[src/rtl/alu_seq_pkg.sv]
// Shared types and opcode encodings for the ALU operand sequencer and its flag logic.
package alu_seq_pkg;

   typedef enum logic [1:0] {
      S_A    = 2'd0,
      S_B    = 2'd1,
      S_EXEC = 2'd2,
      S_OUT  = 2'd3
   } state_t;

   localparam logic [1:0] OP_AND = 2'b00;
   localparam logic [1:0] OP_OR  = 2'b01;
   localparam logic [1:0] OP_ADD = 2'b10;
   localparam logic [1:0] OP_SUB = 2'b11;

endpackage

[src/rtl/alu_flag_calc.sv]
// Combinational N/Z/C/V derivation from the registered operands, opcode and ALU result.
module alu_flag_calc
   import alu_seq_pkg::*;
#(
   parameter int WIDTH = 16
) (
   input  logic [WIDTH-1:0] a,
   input  logic [WIDTH-1:0] b,
   input  logic [1:0]       op,
   input  logic [WIDTH-1:0] result,
   output logic             n,
   output logic             z,
   output logic             c,
   output logic             v
);

   logic sign_a;
   logic sign_b;
   logic sign_r;

   assign sign_a = a[WIDTH-1];
   assign sign_b = b[WIDTH-1];
   assign sign_r = result[WIDTH-1];

   always_comb begin
      n = sign_r;
      z = (result == '0);
      c = 1'b0;
      v = 1'b0;
      case (op)
         // a + b carries out exactly when b exceeds the headroom left above a.
         OP_ADD: begin
            c = (b > ~a);
            v = (sign_a == sign_b) && (sign_r != sign_a);
         end
         OP_SUB: begin
            c = (a < b);
            v = (sign_a != sign_b) && (sign_r != sign_a);
         end
         default: begin
            c = 1'b0;
            v = 1'b0;
         end
      endcase
   end

endmodule

[src/rtl/alu_operand_sequencer.sv]
// Collects A then B+opcode, drives an external combinational ALU, captures result and flags.
module alu_operand_sequencer
   import alu_seq_pkg::*;
#(
   parameter int WIDTH = 16,
   parameter int CNT_W = 8
) (
   input  logic             clk,
   input  logic             rst,
   input  logic             in_valid,
   output logic             in_ready,
   input  logic [WIDTH-1:0] in_data,
   input  logic [1:0]       in_op,
   output logic [WIDTH-1:0] alu_a,
   output logic [WIDTH-1:0] alu_b,
   output logic [1:0]       alu_control,
   input  logic [WIDTH-1:0] alu_result,
   output logic             res_valid,
   input  logic             res_ready,
   output logic [WIDTH-1:0] res_data,
   output logic             flag_n,
   output logic             flag_z,
   output logic             flag_c,
   output logic             flag_v,
   output logic [CNT_W-1:0] op_count
);

   state_t           state_q, state_d;
   logic [WIDTH-1:0] a_q, b_q, res_q;
   logic [1:0]       op_q;
   logic             n_q, z_q, c_q, v_q;
   logic [CNT_W-1:0] cnt_q;
   logic             n_w, z_w, c_w, v_w;

   alu_flag_calc #(
      .WIDTH (WIDTH)
   ) u_flags (
      .a      (a_q),
      .b      (b_q),
      .op     (op_q),
      .result (alu_result),
      .n      (n_w),
      .z      (z_w),
      .c      (c_w),
      .v      (v_w)
   );

   // Handshake outputs depend on state only, never on the partner's valid/ready.
   always_comb begin
      state_d   = state_q;
      in_ready  = 1'b0;
      res_valid = 1'b0;
      case (state_q)
         S_A: begin
            in_ready = 1'b1;
            if (in_valid) state_d = S_B;
         end
         S_B: begin
            in_ready = 1'b1;
            if (in_valid) state_d = S_EXEC;
         end
         S_EXEC: begin
            state_d = S_OUT;
         end
         S_OUT: begin
            res_valid = 1'b1;
            if (res_ready) state_d = S_A;
         end
         default: begin
            state_d = S_A;
         end
      endcase
   end

   always_ff @(posedge clk) begin
      if (rst) begin
         state_q <= S_A;
         a_q     <= '0;
         b_q     <= '0;
         op_q    <= OP_AND;
         res_q   <= '0;
         n_q     <= 1'b0;
         z_q     <= 1'b0;
         c_q     <= 1'b0;
         v_q     <= 1'b0;
         cnt_q   <= '0;
      end else begin
         state_q <= state_d;
         if (state_q == S_A && in_valid) begin
            a_q <= in_data;
         end
         if (state_q == S_B && in_valid) begin
            b_q  <= in_data;
            op_q <= in_op;
         end
         if (state_q == S_EXEC) begin
            res_q <= alu_result;
            n_q   <= n_w;
            z_q   <= z_w;
            c_q   <= c_w;
            v_q   <= v_w;
         end
         if (state_q == S_OUT && res_ready) begin
            cnt_q <= cnt_q + 1'b1;
         end
      end
   end

   assign alu_a       = a_q;
   assign alu_b       = b_q;
   assign alu_control = op_q;
   assign res_data    = res_q;
   assign flag_n      = n_q;
   assign flag_z      = z_q;
   assign flag_c      = c_q;
   assign flag_v      = v_q;
   assign op_count    = cnt_q;

endmodule
[config.mk]
export PLATFORM = sky130hd
export DESIGN_NAME = alu_operand_sequencer
export DESIGN_NICKNAME = d
export VERILOG_FILES = /design/src/rtl/alu_seq_pkg.sv /design/src/rtl/alu_flag_calc.sv /design/src/rtl/alu_operand_sequencer.sv
export SDC_FILE = /design/constraint.sdc
export NUM_CORES = 1
export LEC_CHECK = 0
export ABC_AREA = 1
export CORE_MARGIN = 4
export CORE_UTILIZATION = 39
export CTS_CLUSTER_SIZE = 28
export DETAILED_ROUTE_END_ITERATION = 8
export PLACE_DENSITY = 0.76
export SLEW_MARGIN = 20
export SYNTH_ARGS = -nofsm -noshare
export SYNTH_HDL_FRONTEND = slang
export SYNTH_SLANG_ARGS = --single-unit
export TNS_END_PERCENT = 50
[constraint.sdc]
create_clock -name clk -period 1.65 [get_ports clk]
set_input_delay 0.2475 -clock clk [delete_from_list [all_inputs] [get_ports clk]]
set_output_delay 0.2475 -clock clk [all_outputs]
set_load 0.02 [all_outputs]
---- Word-level counts from Yosys, hierarchy flattened ----
Index checks and enable logic that the tools add are counted.
storage, ports and cells
  register bits ........................... 64
  bits of input ports ..................... 38
  logic and storage cells ................. 42
cells by class
  add/subtract/negate cells ............... 1
  reduce and logical (&&, ||, !) cells .... 9
  $lt $le $gt $ge ......................... 2
  bitwise logic cells ..................... 1
  eq/ne operators ......................... 11
  multiplexer cells ....................... 8
operators with widths
  operator                                                          number
  16-bit > comparator                                               1
  16-bit logical NOT                                                1
  16-bit < comparator                                               1
  16-bit NOT                                                        1
  8-bit by 1-bit adder with 8-bit output (second input constant)    1
  2-bit == test (second input constant)                             4
  2-bit one-hot mux with 4 select lines                             1
  2-bit 2-to-1 mux                                                  3
  2-bit != test (second input constant)                             3
  1-bit logical AND                                                 5
  1-bit one-hot mux with 2 select lines                             2
  3-bit AND reduction                                               1
  2-bit by 1-bit == test with 1-bit output (second input constant)  1
  2-bit logical NOT                                                 1
  1-bit 2-to-1 mux                                                  2
  1-bit != test                                                     2
  2-bit OR reduction                                                1
  1-bit == test                                                     1

---- Depth between registers and ports, before layout ----
  word-level depth ........................ 3
  depth in mapped cells ................... 14
  depth with buffers taken out ............ 14

---- By module ----
A second synthesis with hierarchy kept.
unflattened totals
  cell total of the unflattened synthesis .. 458
  area, all modules ....................... 3328.2 sq um
modules (own cells, without submodules)
  module                 cells an instance  area an instance (sq um)  instances
  alu_operand_sequencer  317                2438.6                    1
  alu_flag_calc          141                889.6                     1

---- Worst setup path after synthesis ----
No wires, ideal clock.
  path type ............................... flip-flop to flip-flop
  from .................................... register b_q[7] (netlist: alu_b[7])
  to ...................................... register c_q (netlist: flag_c)
  data required time ...................... 1.584 ns
  slack ................................... -0.030 ns
  arrival time ............................ 1.614 ns
  setup time .............................. 0.066 ns
  cell stages (with the launch flop) ...... 13
  path through ............................ dfxtp_1 -> inv_1 -> ha_1 -> or2_1 -> nor3_2 -> nand2_1 -> nand2_1 -> nand2_1 -> nand2_1 -> nand2_1 -> nand2_1 -> nand2_1 -> a21oi_2
between the ends
  word-level cells in the longest chain between the ends .. 2
  elaborated cells between the ends (all ways) .. 3
ends and longest elaborated chain
  item                                                        line                                      RTL
  from (decl)                                                 alu_operand_sequencer.sv:29               logic [WIDTH-1:0] a_q, b_q, res_q;
  from (signal assigned)                                      alu_operand_sequencer.sv:93               b_q <= in_data;
  16-bit < comparator or 16-bit > comparator (tied branches)  alu_flag_calc.sv:37, alu_flag_calc.sv:33
  1-bit one-hot mux with 2 select lines *                     alu_flag_calc.sv:30                       case (op)
  to (signal assigned)                                        alu_operand_sequencer.sv:100              c_q <= c_w;
  to (decl)                                                   alu_operand_sequencer.sv:31               logic n_q, z_q, c_q, v_q;
Mark *: on every way between the ends. The rest lies on a longest branch, timed or not.
A chain may end at the register's enable or synchronous reset.

---- Worst setup path in the final report ----
Ends and elaborated chain as after synthesis.

==> summary.txt <==
Critical path
  • Kind of critical path: flop to flop
  • Crit path launch: alu_b[7]$_SDFFE_PP0P_
  • Crit-path max FO: 4
  • R2R Setup Slk: 0.04 ns
  • WP data arrival: about 1.9 ns
  • R2R cell count: 12
  • CP Capture Type: flop
  • Reg-to-reg endpoint: flag_c$_SDFFE_PP0P_
  • Required time of the critical path: 1.93 ns
  • Worst reg2reg path startpoint: alu_b[7]$_SDFFE_PP0P_
  • CP Launch Type: flop

Status
  • Outcome: complete, no violations

Logic synthesis
  • Sequential area share after synthesis: 38.8%
  • Post-synthesis simple-gate area fraction: between 20% and 30%
  • FF+latch count, synth: 63
  • Synth area leader: dfxtp_1
  • Post-Synth Adder-Cell Area: 14.3%
  • Complex-gate fraction of the synthesized area: between 15 and 20%
  • Synth Instances: 417
  • Synth Area in XOR/XNOR: 0%
  • Primary FF master, synth: dfxtp_1
  • Synth Cell Area: 0.00325 mm²
  • Synth warn: 0
  • EDFF count, synth: 0
  • Synth top area share: 38.8%
  • Netlist cell types: 31
  • Mux contribution to synthesized area: 0%
  • Syn Area/Cell: 7.79 µm²
  • Syn Nets: slightly below 500
  • Synth area leaders: dfxtp_1, ha_1, nand2_1, a211oi_1, nor2_1
  • Largest family of logic cells by synthesized area: simple AND/OR/NAND/NOR gates
  • Async S/R FF share, synth: 0%

Flow run
  • Max Cap Viol: 0

Layout
  • Finished Core Util: 59.0%
  • Net count, final: between 600 and 700
  • Most common cell after layout, fill and taps aside: nand2_1
  • Diodes inserted: 0
  • Share of cells above drive strength 1: 14.8%
  • Area Overhead vs Synth: 48.5%
  • Most frequent cells in the layout: nand2_1, clkdlybuf4s50_1, dfxtp_1

Power
  • Net Sw Frac: 39.7%
  • Pint: between 0.003 and 0.004 W
  • PD cells: 1340 mW/mm²
  • Combinational Power Share: 49.1%
  • Proportion of power drawn by flip-flops and latches: between 30% and 40%
  • Clock share of power: 18.1%
  • Switching power: 0.00256 W
  • Leak Pwr: 2.30 nW
  • Max IR drop VDD: 0.852 mV

Detailed routing
  • Drt drc: 0
  • Avg WL per Cell: 13.7 µm
  • WL final: between 8 and 9 mm
  • Vias per cell: 4.82
  • Final ANT Viol Nets: 0
  • DR vias: 3120
  • First-pass iteration count of the detailed router: 4
  • First DRT Iteration DRCs: 111

Global routing
  • First-pass GRT wire length: 14.3 mm
  • Vias in the first global route: 3135
  • Global-route usage over all layers: between 15 and 20%
  • Overflow left after global routing: 0
  • Pin count of the biggest net entering global routing: 48
  • Antenna violations before repair: 0

Die
  • Total die area: between 0.009 and 0.01 mm²
  • Die height: 99.2 µm
  • Initial Util: between 30% and 40%
  • Core Box Area: 0.00818 mm²
  • Die Wd: 99.2 µm
  • Cell Rows: 33
  • # IOs: ~100

Clock network
  • Clock Tree Buf Depth: 2
  • CTS Buf Count: 9
  • H-tree depth: 3
  • Clk_lat worst skew: 0.34 ns
  • Clk sinks: 63
  • Clock-pin slew on the worst setup and hold paths: 0.07 ns
  • CTS root buffer: clkbuf_8
  • Hold-fix buffers, CTS: 0
  • CTS tree: yes

STA
  • Final Hold Vio Count: 0
  • Fin Clk Skew: 0.00975 ns
  • Worst-Margin Slew: about 0.34 ns
  • Minimum clock period: 1.61 ns
  • Worst rel slew slack: 77.1%
  • Final period util: 97.7%
  • Max Freq: between 0.6 and 0.7 GHz
  • # setup viols final: 0
  • Final Max Slew Viols: 0
  • RSZ-0062 raised after global routing: true
  • Final setup margin: ~0.038 ns
  • Hold_ws: just over 0.3 ns

Min path
  • Hold crit path type: input pin to flop
  • Min-Delay Endpoint: alu_control[1]$_SDFFE_PP0P_
  • Hold_sp: rst
  • Hold Path Depth: 2

Place
  • DP Wirelength: 6.56 mm
  • Routability congestion estimate: 0.811
  • Port Buf Inserts: 101
  • Worst slack at placement: -0.0368 ns
-- flip-flops by register name, summed over array words and instances, names as in the netlist --
| signal | cells |
|---|---|
| alu_a | 16 |
| alu_b | 16 |
| alu_control | 2 |
| flag_c | 1 |
| flag_v | 1 |
| flag_z | 1 |
| op_count | 8 |
| res_data | 16 |
| state_q | 2 |
-- worst max-delay path: stages, from the launching register on --
cell and delay [ns]:
dfxtp_2 0.35, inv_2 0.05, ha_4 0.22, or2_4 0.25
nor3_4 0.19, nand2_1 0.08, nand2_1 0.06, nand2_1 0.05
nand2_1 0.05, nand2_1 0.05, nand2_1 0.05, nand2_1 0.06
a21oi_2 0.11
-- Yosys cell counts, types with 2 or more instances --
| cell | instances |
|---|---|
| nand2_1 | 83 |
| dfxtp_1 | 63 |
| nor2_1 | 51 |
| inv_1 | 50 |
| a21oi_1 | 38 |
| ha_1 | 37 |
| a211oi_1 | 29 |
| nor3_1 | 9 |
| clkbuf_1 | 8 |
| o21ai_1 | 6 |
| buf_2 | 5 |
| inv_2 | 4 |
| nand4_1 | 4 |
| nand2_2 | 3 |
| nand3_1 | 3 |
| a21oi_2 | 2 |
| clkbuf_8 | 2 |
| nor3_2 | 2 |
| nor3b_1 | 2 |
| nor3b_2 | 2 |
| o21ai_0 | 2 |
| o21bai_1 | 2 |
| or2_1 | 2 |
-- timing repair --
| action | in CTS | in global routing |
|---|---|---|
| setup endpoints to repair | 12 | 18 |
| setup buffers | 1 | 3 |
| gates resized for setup | 20 | 36 |
| pin swaps | 5 | 10 |
-- metrics by stage --
| stage | setup TNS, ns | area (µm²) | power, W | std cells |
|---|---|---|---|---|
| 5_1_grt | -0.131 | 4820 | 0.00695 | 647 |
| 3_5_place_dp | -0.0594 | 4480 | 0.00519 | 629 |
| 6_report | 0 | 4820 | 0.00645 | 647 |
| 4_1_cts | -0.0482 | 4680 | 0.00639 | 644 |
| 2_1_floorplan | 0 | 3250 | 0.00385 | 417 |
| 3_3_place_gp | 0 | 4480 | 0.00510 | 629 |
-- power by group through the flow --
stage	Clock [W]	Combinational (W)	Sequential (W)
2_1_floorplan	0	0.00139	0.00246
3_3_place_gp	0	0.00300	0.00210
3_5_place_dp	0	0.00308	0.00211
4_1_cts	0.00120	0.00310	0.00209
5_1_grt	0.00128	0.00353	0.00215
6_report	0.00117	0.00317	0.00211
-- layer usage --
metal / part of all wire, % / GRT usage [%]
met1: 42 / 21.0
met2: 48 / 29.9
met3: 8.6 / 7.78
met4: 1.7 / 5.46
met5: 0 / 0
-- cell families after synthesis --
| kind of cell | count (synthesis) |
|---|---|
| adders and majority gates | 37 |
| and+or+nand+nor | 165 |
| buffers and inverters | 71 |
| AOI/OAI and AO/OA | 81 |
| DFF | 63 |
-- worst max-delay path by stage --
stage	end	slack, ns	cells after the start
2_1_floorplan	flag_c$_SDFFE_PP0P_	0.03	10
6_report	flag_c$_SDFFE_PP0P_	0.04	12
4_1_cts	in_ready	-0.05	4
5_1_grt	flag_c$_SDFFE_PP0P_	-0.13	13
3_3_place_gp	op_count[7]$_SDFFE_PP0P_	0.006	10
3_5_place_dp	op_count[7]$_SDFFE_PP0P_	-0.04	10
-- cell type report --
class | count | area (µm²)
clock inverter | 1 | 5.00
multi-input combinational | 283 | 1800
fill | 732 | 3350
inverter | 54 | 203
sequential | 63 | 1270
timing repair buffer | 128 | 1260
clock buffer | 13 | 159
tap | 105 | 131
(Power assumes the default switching activity.)
